==> src/rtl/ntt_pkg.sv <==
// Shared NTT PE types and modular helpers; helpers work on a widened operand
// (PE_MAX_W+2 bits) so one definition serves any DATA_W up to PE_MAX_W.
`ifndef DATA_SIZE_ARB
`define DATA_SIZE_ARB 16
`endif

package ntt_pkg;

  localparam int PE_MAX_W = 32;
  typedef logic [PE_MAX_W+1:0] pe_wide_t;

  typedef enum logic [1:0] {
    CT      = 2'd0,
    GS      = 2'd1,
    GS_HALF = 2'd2,
    ADDSUB  = 2'd3
  } pe_mode_t;

  typedef enum logic [1:0] {
    IDLE = 2'd0,
    MUL  = 2'd1,
    POST = 2'd2,
    HOLD = 2'd3
  } pe_state_t;

  function automatic pe_wide_t mod_add(input pe_wide_t a, input pe_wide_t b, input pe_wide_t m);
    pe_wide_t s;
    s = a + b;
    if (s >= m) s = s - m;
    return s;
  endfunction

  // Operands are already reduced, so a single +m restores the range.
  function automatic pe_wide_t mod_sub(input pe_wide_t a, input pe_wide_t b, input pe_wide_t m);
    if (a >= b) return a - b;
    return a + m - b;
  endfunction

  function automatic pe_wide_t mod_half(input pe_wide_t x, input pe_wide_t m);
    if (x[0]) return (x + m) >> 1;
    return x >> 1;
  endfunction

endpackage

==> src/rtl/ntt_butterfly_pe_mul.sv <==
// Bit-serial interleaved modular multiplier, MSB first, one bit per cycle after start.
// Operands and modulus must stay stable until last_o; last_o marks the final step.
`ifndef DATA_SIZE_ARB
`define DATA_SIZE_ARB 16
`endif

module mod_mul_serial
  import ntt_pkg::*;
#(
  parameter int DATA_W = `DATA_SIZE_ARB
) (
  input  logic              clk,
  input  logic              rst_n,
  input  logic              start,
  input  logic [DATA_W-1:0] a_i,
  input  logic [DATA_W-1:0] b_i,
  input  logic [DATA_W-1:0] q_i,
  output logic              last_o,
  output logic [DATA_W-1:0] prod_o
);

  localparam int CNT_W = (DATA_W > 1) ? $clog2(DATA_W) : 1;

  logic              run_q, run_d;
  logic [CNT_W-1:0]  cnt_q, cnt_d;
  logic [DATA_W-1:0] acc_q, acc_d;
  pe_wide_t          dbl_w, step_w;
  logic              unused_ok;

  always_comb begin
    run_d  = run_q;
    cnt_d  = cnt_q;
    acc_d  = acc_q;
    // Doubling is add(acc,acc): one conditional subtraction, then one more for +a.
    dbl_w  = mod_add(pe_wide_t'(acc_q), pe_wide_t'(acc_q), pe_wide_t'(q_i));
    step_w = b_i[cnt_q] ? mod_add(dbl_w, pe_wide_t'(a_i), pe_wide_t'(q_i)) : dbl_w;
    if (start) begin
      run_d = 1'b1;
      cnt_d = CNT_W'(DATA_W - 1);
      acc_d = '0;
    end else if (run_q) begin
      acc_d = step_w[DATA_W-1:0];
      if (cnt_q == '0) run_d = 1'b0;
      else             cnt_d = cnt_q - CNT_W'(1);
    end
  end

  always_ff @(posedge clk or negedge rst_n) begin
    if (!rst_n) begin
      run_q <= 1'b0;
      cnt_q <= '0;
      acc_q <= '0;
    end else begin
      run_q <= run_d;
      cnt_q <= cnt_d;
      acc_q <= acc_d;
    end
  end

  assign last_o    = run_q && (cnt_q == '0);
  assign prod_o    = acc_q;
  assign unused_ok = ^{dbl_w[PE_MAX_W+1:DATA_W], step_w[PE_MAX_W+1:DATA_W]};

endmodule

==> src/rtl/ntt_butterfly_pe.sv <==
// NTT butterfly PE (CT / GS / GS-halving / add-sub); result DATA_W+1 edges after accept
// (1 for add-sub). Results held until out_ready; one butterfly in flight, in_ready only in IDLE.
`ifndef DATA_SIZE_ARB
`define DATA_SIZE_ARB 16
`endif

module ntt_butterfly_pe
  import ntt_pkg::*;
#(
  parameter int DATA_W = `DATA_SIZE_ARB
) (
  input  logic              clk,
  input  logic              reset,
  input  logic              in_valid,
  output logic              in_ready,
  input  logic [1:0]        mode,
  input  logic [DATA_W-1:0] q,
  input  logic [DATA_W-1:0] w,
  input  logic [DATA_W-1:0] data_top_i,
  input  logic [DATA_W-1:0] data_bot_i,
  output logic              out_valid,
  input  logic              out_ready,
  output logic [DATA_W-1:0] ntt_top_o,
  output logic [DATA_W-1:0] ntt_bot_o,
  output logic              busy
);

  pe_state_t         state_q, state_d;
  pe_mode_t          mode_q, mode_d;
  logic [DATA_W-1:0] q_q, q_d, w_q, w_d, top_q, top_d, bot_q, bot_d;
  logic [DATA_W-1:0] sum_q, sum_d, diff_q, diff_d;
  logic [DATA_W-1:0] top_o_q, top_o_d, bot_o_q, bot_o_d;
  logic              out_valid_q, out_valid_d;

  logic              mul_start, mul_last;
  logic [DATA_W-1:0] prod;
  pe_wide_t          sum_w, diff_w, res_t_w, res_b_w;
  logic              unused_ok;

  assign mul_start = (state_q == IDLE) && in_valid && (pe_mode_t'(mode) != ADDSUB);

  // Multiplier reads the captured operands, which are frozen for the whole MUL phase.
  mod_mul_serial #(.DATA_W(DATA_W)) u_mul (
    .clk    (clk),
    .rst_n  (reset),
    .start  (mul_start),
    .a_i    (w_q),
    .b_i    ((mode_q == CT) ? bot_q : diff_q),
    .q_i    (q_q),
    .last_o (mul_last),
    .prod_o (prod)
  );

  always_comb begin
    state_d     = state_q;
    mode_d      = mode_q;
    q_d         = q_q;
    w_d         = w_q;
    top_d       = top_q;
    bot_d       = bot_q;
    sum_d       = sum_q;
    diff_d      = diff_q;
    top_o_d     = top_o_q;
    bot_o_d     = bot_o_q;
    out_valid_d = out_valid_q;
    sum_w       = mod_add(pe_wide_t'(data_top_i), pe_wide_t'(data_bot_i), pe_wide_t'(q));
    diff_w      = mod_sub(pe_wide_t'(data_top_i), pe_wide_t'(data_bot_i), pe_wide_t'(q));

    case (mode_q)
      CT: begin
        res_t_w = mod_add(pe_wide_t'(top_q), pe_wide_t'(prod), pe_wide_t'(q_q));
        res_b_w = mod_sub(pe_wide_t'(top_q), pe_wide_t'(prod), pe_wide_t'(q_q));
      end
      GS: begin
        res_t_w = pe_wide_t'(sum_q);
        res_b_w = pe_wide_t'(prod);
      end
      GS_HALF: begin
        res_t_w = mod_half(pe_wide_t'(sum_q), pe_wide_t'(q_q));
        res_b_w = mod_half(pe_wide_t'(prod), pe_wide_t'(q_q));
      end
      default: begin
        res_t_w = pe_wide_t'(sum_q);
        res_b_w = pe_wide_t'(diff_q);
      end
    endcase

    case (state_q)
      IDLE: begin
        if (in_valid) begin
          mode_d  = pe_mode_t'(mode);
          q_d     = q;
          w_d     = w;
          top_d   = data_top_i;
          bot_d   = data_bot_i;
          sum_d   = sum_w[DATA_W-1:0];
          diff_d  = diff_w[DATA_W-1:0];
          state_d = (pe_mode_t'(mode) == ADDSUB) ? POST : MUL;
        end
      end
      MUL: begin
        if (mul_last) state_d = POST;
      end
      POST: begin
        top_o_d     = res_t_w[DATA_W-1:0];
        bot_o_d     = res_b_w[DATA_W-1:0];
        out_valid_d = 1'b1;
        state_d     = HOLD;
      end
      default: begin
        if (out_ready) begin
          out_valid_d = 1'b0;
          state_d     = IDLE;
        end
      end
    endcase
  end

  always_ff @(posedge clk or negedge reset) begin
    if (!reset) begin
      state_q     <= IDLE;
      mode_q      <= CT;
      q_q         <= '0;
      w_q         <= '0;
      top_q       <= '0;
      bot_q       <= '0;
      sum_q       <= '0;
      diff_q      <= '0;
      top_o_q     <= '0;
      bot_o_q     <= '0;
      out_valid_q <= 1'b0;
    end else begin
      state_q     <= state_d;
      mode_q      <= mode_d;
      q_q         <= q_d;
      w_q         <= w_d;
      top_q       <= top_d;
      bot_q       <= bot_d;
      sum_q       <= sum_d;
      diff_q      <= diff_d;
      top_o_q     <= top_o_d;
      bot_o_q     <= bot_o_d;
      out_valid_q <= out_valid_d;
    end
  end

  assign in_ready  = reset && (state_q == IDLE);
  assign busy      = (state_q != IDLE);
  assign out_valid = out_valid_q;
  assign ntt_top_o = top_o_q;
  assign ntt_bot_o = bot_o_q;
  assign unused_ok = ^{sum_w[PE_MAX_W+1:DATA_W], diff_w[PE_MAX_W+1:DATA_W],
                       res_t_w[PE_MAX_W+1:DATA_W], res_b_w[PE_MAX_W+1:DATA_W]};

endmodule

==> config.mk <==
export PLATFORM = sky130hd
export DESIGN_NAME = ntt_butterfly_pe
export DESIGN_NICKNAME = d
export VERILOG_FILES = /design/src/rtl/ntt_pkg.sv /design/src/rtl/ntt_butterfly_pe_mul.sv /design/src/rtl/ntt_butterfly_pe.sv
export SDC_FILE = /design/constraint.sdc
export NUM_CORES = 1
export LEC_CHECK = 0
export BUFFER_PORTS_ARGS = -buffer_cell sky130_fd_sc_hd__clkbuf_2
export CORE_MARGIN = 2
export CORE_UTILIZATION = 50
export CTS_CLUSTER_SIZE = 25
export DETAILED_ROUTE_END_ITERATION = 8
export PLACE_DENSITY_LB_ADDON = 0.12
export SYNTH_ARGS = -nofsm -noshare
export SYNTH_HDL_FRONTEND = slang
export SYNTH_SLANG_ARGS = --single-unit
==> constraint.sdc <==
create_clock -name clk -period 8.1 [get_ports clk]
set_input_delay 0.81 -clock clk [delete_from_list [all_inputs] [get_ports clk]]
set_output_delay 0.81 -clock clk [all_outputs]
set_load 0.1 [all_outputs]
==> results of run 1 <==
## through the flow
| step | utilization | setup WS, ns | std cells | cell area (um2) |
|---|---|---|---|---|
| final | 0.5512 | 0.6236 | 2900 | 20230 |
| after global routing | 0.5511 | 0.1386 | 2899 | 20220 |
| after CTS | 0.5511 | 0.6835 | 2899 | 20220 |
| after detailed placement | 0.5360 | 0.7385 | 2867 | 19670 |
| after global placement | 0.5360 | 0.8294 | 2867 | 19670 |
| after floorplan | - | 1.603 | 2354 | 18700 |
## worst reg2reg max path: cells and delay by family (launching register included)
kind                     cells  cell delay (ns)
buffers and inverters        1             0.31
AND/OR/NAND/NOR              3             0.53
XOR/XNOR                     1             0.18
AO/OA/AOI/OAI               17             4.20
adder cells (fa/ha/maj)      3             1.17
multiplexers                 1             0.45
flip-flops                   1             0.58
## cell families after synthesis
family / Yosys count
fa+ha+maj: 267
flops: 154
xor+xnor: 152
mux: 66
compound gates: 695
simple gates: 694
buf+inv: 326
## layout by cell type (no fill, tap or decap), types with 7 or more instances in the layout
| master | count |
|---|---|
| sky130_fd_sc_hd__a211oi_1 | 23 |
| sky130_fd_sc_hd__a21boi_0 | 11 |
| sky130_fd_sc_hd__a21o_1 | 46 |
| sky130_fd_sc_hd__a21oi_1 | 192 |
| sky130_fd_sc_hd__a221oi_1 | 7 |
| sky130_fd_sc_hd__a31oi_1 | 34 |
| sky130_fd_sc_hd__a41oi_1 | 7 |
| sky130_fd_sc_hd__and2_1 | 11 |
| sky130_fd_sc_hd__and3_1 | 27 |
| sky130_fd_sc_hd__buf_4 | 33 |
| sky130_fd_sc_hd__clkbuf_16 | 17 |
| sky130_fd_sc_hd__clkbuf_2 | 103 |
| sky130_fd_sc_hd__dfrtp_1 | 153 |
| sky130_fd_sc_hd__fa_1 | 41 |
| sky130_fd_sc_hd__ha_1 | 225 |
| sky130_fd_sc_hd__inv_1 | 232 |
| sky130_fd_sc_hd__mux2i_1 | 46 |
| sky130_fd_sc_hd__mux4_2 | 12 |
| sky130_fd_sc_hd__nand2_1 | 267 |
| sky130_fd_sc_hd__nand2b_1 | 29 |
| sky130_fd_sc_hd__nand3_1 | 43 |
| sky130_fd_sc_hd__nand3b_1 | 9 |
| sky130_fd_sc_hd__nand4_1 | 15 |
| sky130_fd_sc_hd__nor2_1 | 148 |
| sky130_fd_sc_hd__nor2b_1 | 27 |
| sky130_fd_sc_hd__nor3_1 | 47 |
| sky130_fd_sc_hd__nor4_1 | 10 |
| sky130_fd_sc_hd__o211ai_1 | 23 |
| sky130_fd_sc_hd__o21a_1 | 19 |
| sky130_fd_sc_hd__o21ai_0 | 185 |
| sky130_fd_sc_hd__o21bai_1 | 19 |
| sky130_fd_sc_hd__o221ai_1 | 15 |
| sky130_fd_sc_hd__o31a_1 | 7 |
| sky130_fd_sc_hd__o31ai_1 | 14 |
| sky130_fd_sc_hd__or2_2 | 11 |
| sky130_fd_sc_hd__or3_1 | 18 |
| sky130_fd_sc_hd__xnor2_1 | 104 |
| sky130_fd_sc_hd__xor2_1 | 48 |
## metal layers
layer | global-route usage | part of all wire | vias up | routed length (um)
li1 | - | - | 8436 | -
met4 | 0.1559 | 0.046 | 2 | 3130
met3 | 0.05515 | 0.076 | 153 | 5119
met2 | 0.5417 | 0.43 | 748 | 29340
met5 | 0 | 0.00019 | - | 13
met1 | 0.4918 | 0.44 | 8631 | 29980
## path summary, 6_finish.rpt
kind | startpoint | to | slack [ns] | cells past startpoint
worst max-delay path | q_q[1] | u_mul.prod_o[1] | 0.62 | 26
worst min-delay path | reset | diff_q[1] | 0.24 | 1
worst max register to register | q_q[1] | u_mul.prod_o[1] | 0.62 | 26
worst min register to register | bot_q[2] | bot_q[2] | 0.48 | 2
max in group asynchronous | reset | mode_q[0] | 6.56 | 2
min in group clk | bot_q[2] | bot_q[2] | 0.48 | 2
## sequential cells by signal, indices dropped and copies added, names as in the netlist
name,count
bot_q,16
diff_q,16
ntt_bot_o,16
ntt_top_o,16
q_q,16
sum_q,16
top_q,16
u_mul.prod_o,16
w_q,16
u_mul.cnt_q,4
mode_q,2
state_q,2
out_valid,1
u_mul.run_q,1
## area by class of cell
type                            count  area (um2)
Multi-Input combinational cell   1874       13580
Clock inverter                     13       108.9
Antenna cell                        1       2.502
Fill cell                        3526       16470
Inverter                          234       878.3
Clock buffer                       19       442.9
Tap cell                          468       585.6
Timing Repair Buffer              137       774.5
Sequential cell                   154        3855
==> impl.org, run 1 <==
** CTS
- Postcts setup bufs :: 0
- CTS Buf Count :: 17
- Clock-pin slew was measured on the worst setup and hold paths at 0.08 ns.
- The clock reaches the later pin of the worst-skew pair after 0.48 ns.
- TritonCTS built the clock tree.
- Hold repair after CTS inserted 0 buffers.
- After clock tree synthesis, the repair step resized 0 gates.
- The clock drives 154 sinks.
- Maximum buffer depth of the clock tree :: 2
- CTS built an H-tree with a depth of 4.
- The tree is rooted in a sky130_fd_sc_hd__clkbuf_16.

** GRT
- Across every metal layer, demand over resource in global routing totals 0.3532.
- The first global-routing pass estimated 103,000 um of wire.
- The number of global-route vias before repair came to 17.36k.
- The initial antenna violation count is 5.
- Summed over all layers, the global routing overflow is 0.
- Maximum number of pins on one net before global-route repair :: 97

** Critical path
- The slowest stage of the critical path belongs to the cell sky130_fd_sc_hd__dfrtp_1.
- CP Capture Type :: flop
- STA classifies the critical path startpoint as a flop.
- Of all nets on the critical path, the largest fanout is 14.
- Together, buffers and inverters on the worst path number 1.
- Most frequent cell on the critical path :: sky130_fd_sc_hd__a21oi_1
- Top delay family on crit path :: compound AO/OA/AOI/OAI gates
- By startpoint and endpoint, the worst setup path is classified as reg2reg.
- For the worst setup path, the data arrival time is 7.90 ns.
- In this design, the stage delay of the slowest critical-path cell is 0.58 ns.
- STA puts the critical path data required time at 8.52 ns.

** Yosys
- The share of synthesized area in the top cell type comes to 0.2061.
- Number of enable-type register cells in the synthesized netlist :: 0
- Portion of the post-synthesis area used by sequential elements :: 0.2061
- Proportion of register bits with asynchronous set or reset after synthesis :: 1.000
- Simple-gate share of the synthesized area :: 0.1752
- Main combinational cell family by area after synthesis :: compound AO/OA/AOI/OAI gates
- Cell type with the highest aggregate area in the netlist :: sky130_fd_sc_hd__dfrtp_1
- Yosys Warn Count :: 0
- Top flip-flop cell by instance count after synthesis :: sky130_fd_sc_hd__dfrtp_1
- Area fraction in compound gates after synthesis :: 0.2395
- Sorting the synthesized cells by area gives the leading types as sky130_fd_sc_hd__dfrtp_1 21%, sky130_fd_sc_hd__ha_1 15%, sky130_fd_sc_hd__nand2_1 5.4%, sky130_fd_sc_hd__a21oi_1 5.1%, sky130_fd_sc_hd__o21ai_0 5.0%.
- The cell count after synthesis came out at 2,354.
- Of the total synthesized cell area, the portion taken by XOR and XNOR cells is 0.07119.
- In this run the mean area of a mapped cell was 7.944 um2.
- Number of flip-flops and latches in the synthesized netlist :: 154
- Net count of the mapped netlist :: 2,691
- Post-Synth Adder-Cell Area :: 0.1951
- After synthesis, the share of cell area in mux cells is 0.04423.
- The number of different library cells used by synthesis comes to 101.
- Most numerous cell types in the synthesized netlist :: 268 x sky130_fd_sc_hd__nand2_1, 232 x sky130_fd_sc_hd__inv_1, 226 x sky130_fd_sc_hd__ha_1, 192 x sky130_fd_sc_hd__a21oi_1, 186 x sky130_fd_sc_hd__o21ai_0
- sky130_fd_sc_hd__nand2_1 is the most common cell in the netlist.
- Post-synth design cell area :: 18,700 um2

** Die
- Die X-Extent :: 197.4 um
- Io pins :: 105
- The floorplan step defined a die boundary enclosing 38,960 um2.
- The die is 197.4 um tall.
- Row generation in the floorplan step produced 70 rows.
- Core footprint :: 36,700 um2
- The initial utilization of the core area, before any placement, comes to 0.5095.

** Timing
- Highest Clock Rate :: 133.8 MHz
- The worst pin sits at a relative slew slack of 0.2376.
- Period utilization :: 0.9230
- Unrepaired setup endpoints after global routing :: false
- Max-slew violation count :: 0
- Post-Route Skew :: 0.01916 ns
- Clock period minus worst slack :: 7.476 ns
- Worst Hold Slack :: 0.2423 ns
- Final Hold Violating Endpoints :: 0
- Final TNS setup :: 0 ns
- Setup violations remaining at the end of the flow were counted as 0.
- Least-Margin Pin Slew :: 1.144 ns

** Cells and area
- Area Overhead vs Synth :: 8.170%
- Proportion of layout cells with a drive suffix above 1 :: 0.09955
- The final layout contains 2,755 nets.

** Detailed routing
- After detailed routing, the number of remaining DRC violations is 0.
- Via density per instance :: 6.197
- Routed len/inst :: 23.30 um
- Vias :: 17.97k
- In this run the remaining antenna-violating nets after routing total 0.
- The routed design has 67,580 um of wire.
- The first detailed-routing pass ran for 6 iterations.
- Detailed router's first-iteration violation count :: 1,926

** Min path
- The min-delay analysis places its worst path in the category in2async.

** Placement
- Port buffering added 104 buffers.
- The congestion estimate from routability-driven global placement came to 0.9719.
- The HPWL after detailed placement is 54,330 um.

** Outcome
- Run status :: finished, final reports clean

** Job
- Number of maximum-capacitance constraint violations :: 0
Power of run 1 is left out: the tool's default activity adds up to more than one toggle a clock period on the data nets, which glitch-free logic cannot reach.
==> run 2, diff against run 1 <==
- CORE_MARGIN: 2 -> 8
- PLACE_DENSITY: not set -> 0.78
- PLACE_DENSITY_LB_ADDON: 0.12 -> not set
==> impl.org, run 2 (synthesis results as in run 1) <==
** Outcome
- Run status :: finished, final reports clean

** Detailed routing
- The routed length per placed instance came to 23.05 um (-1.1%).
- The detailed-route via count was 18.33k (+2.0%).
- Antenna viol nets, final :: 0 (unchanged)
- Post-route DRC :: 0 (unchanged)
- Number of detailed-route iterations in the first pass :: 6 (unchanged)
- Via density per instance :: 6.329 (+2.1%)
- Detailed router's first-iteration violation count :: 1,773 (-7.9%)
- Post-detailed-routing wire length :: 66,750 um (-1.2%)

** Die
- Initial Util :: 0.5024 (-0.007177)
- The area inside the core boundary came to 37,220 um2 (+1.4%).
- The I/O pin total was 105 (unchanged).
- The overall die area came to 43,840 um2 (+13%).
- The die width came to 209.4 um (+6.1%).
- Chip height :: 209.4 um (+6.1%)
- Count of standard-cell rows :: 71 (+1.4%)

** Critical path
- Setup slack of the most critical reg-to-reg path :: 0.74 ns (+0.12 ns)
- STA classifies the critical path endpoint as a flop.
- Most frequent cell on the critical path :: sky130_fd_sc_hd__a21oi_1
- Slowest cell delay on critical path :: 0.56 ns (-0.02 ns)
- Start-to-end type of the worst setup path :: reg2reg
- Worst reg2reg startpoint :: q_q[1]
- STA classifies the critical path startpoint as a flop.
- In this run the worst setup path begins at q_q[1].
- Worst-case reg-to-reg path depth :: 27 (+3.8%)
- Req. time, crit path :: 8.44 ns (-0.08 ns)
- Reg-to-reg endpoint :: u_mul.prod_o[3]
- Crit path DAT :: 7.69 ns (-0.21 ns)
- The largest fanout on the critical path was 14 (unchanged).
- Slowest stage cell on the critical path :: sky130_fd_sc_hd__dfrtp_1

** GRT
- The initial antenna violation count is 3 (-2).
- GR met1 Demand/Resource :: 0.3833 (-0.1085)
- The first-pass GRT wire length is 103,000 um (about the same).
- Met3 track utilization from global routing :: 0.05116 (-0.003984)
- met2 is the most crowded layer.
- Via count of the first global-routing pass :: 17.90k (+3.1%)
- Maximum number of pins on one net before global-route repair :: 105 (+8.2%)
- The total congestion overflow is 0 (unchanged).
- The global routing met2 resource utilization came to 0.4857 (-0.05604).
- The combined global-route utilization of all metal layers came to 0.3004 (-0.05276).

** CTS
- Resized cells post-CTS :: 0 (unchanged)
- The count of H-tree levels built during CTS was 4 (unchanged).
- Clock-pin transition on the worst setup and hold timing paths :: 0.07 ns (about the same)
- Maximum buffer depth of the clock tree :: 2 (unchanged)
- CTS Buf Count :: 17 (unchanged)
- Clock tree from TritonCTS :: yes
- Total number of clock tree sinks :: 154 (unchanged)
- The number of hold buffers added after CTS was 0 (unchanged).
- The latest clock arrival within the worst-skew pair was 0.47 ns (about the same).
- Root Driver :: sky130_fd_sc_hd__clkbuf_16
- Postcts setup bufs :: 0 (unchanged)

** Cells and area
- The number of filler instances in the final layout is 3,468 (-1.6%).
- Leaving out fill and tap cells, the most frequent cell in the layout is sky130_fd_sc_hd__nand2_1.
- The footprint of the multi-input gates was 13,580 um2 (unchanged).
- The combined flip-flop and latch cell area is 3855 um2 (unchanged).
- The share of the core filled with cells came to 0.5437 (-0.007494).
- Area Overhead vs Synth :: 8.223% (about the same)
- Number of nets in the finished design :: 2,747 (-0.29%)
- The top cell types in the final layout, fill and taps aside, are 267 x sky130_fd_sc_hd__nand2_1, 232 x sky130_fd_sc_hd__inv_1, 225 x sky130_fd_sc_hd__ha_1.
- The fraction of layout cells with a size suffix above 1 came to 0.09620 (-0.003346).
- Diode insertion count for antenna repair :: 0 (-1)

** Placement
- Placed wire-length estimate after detailed placement :: 53,660 um (-1.2%)
- RePlAce Congestion :: 1.011 (+4.0%)
- The number of buffer cells added on primary ports was 104 (unchanged).

** Timing
- Clock period minus worst slack :: 7.359 ns (-0.1175 ns)
- The final cycle utilization of the critical path came to 0.9085 (-0.01451).
- The worst-case headroom to the max-slew limit is 0.08073 (-0.1569).
- The final-report hold violation count is 0 (unchanged).
- Final TNS setup :: 0 ns (unchanged)
- Highest Clock Rate :: 135.9 MHz (+1.6%)
- Final setup fails :: 0 (unchanged)
- The transition time at the pin with the least slew margin was 1.374 ns (+0.2302 ns).
- Post-Route Skew :: 0.01679 ns (-0.002373 ns)
- Setup repair after global routing left no endpoint under its margin.
- The count of final max-slew check failures is 0 (unchanged).

** Min path
- Worst hold path type :: in2async

** Job
- Number of maximum-capacitance constraint violations :: 0 (unchanged)
run 2: worst max path at each step:
stage                            endpoint  slack [ns]  cells after the start
after floorplan           u_mul.prod_o[8]        1.60                     30
after global placement    u_mul.prod_o[1]        1.10                     27
after detailed placement  u_mul.prod_o[1]        0.91                     27
after CTS                 u_mul.prod_o[3]        0.79                     27
after global routing      u_mul.prod_o[3]        0.21                     27
final                     u_mul.prod_o[3]        0.74                     27
run 2: area by class of cell:
cell class              instances  share of cell area
clock buffers                  19             0.02189
clock inverters                12            0.008594
inverters                     234             0.04340
multi-input cells            1874              0.6710
flip-flops and latches        154              0.1905
well taps                     474             0.02931
repair buffers                129             0.03530
run 2: routing by layer:
layer / routed length, um / vias to the layer above / share of wire
met2: 30600 / 881 / 0.46
met4: 3511 / 2 / 0.053
met1: 27060 / 8830 / 0.41
li1: - / 8424 / -
met3: 5570 / 191 / 0.083
met5: 13 / - / 0.00019
run 2: through the flow:
step	cells	hold slack [ns]	area, um2	worst slack [ns]
3_5_place_dp	2865	0.4651	19620	0.9073
3_3_place_gp	2865	0.4571	19620	1.100
6_report	2896	0.3286	20240	0.7411
4_1_cts	2896	0.3519	20240	0.7888
5_1_grt	2896	0.3611	20240	0.2050
2_1_floorplan	2354	0.4410	18700	1.603
run 2: critical path, delay by kind of cell, from the launching register on:
kind                       cells  cell delay, ns
adders and majority gates      3            1.25
xor gates and xnor gates       1            0.18
muxes                          1            0.22
buffers and inverters          2            0.44
DFF                            1            0.56
and+or+nand+nor                4            0.69
AOI/OAI and AO/OA             16            3.85
Power of run 2 is left out for the same reason.
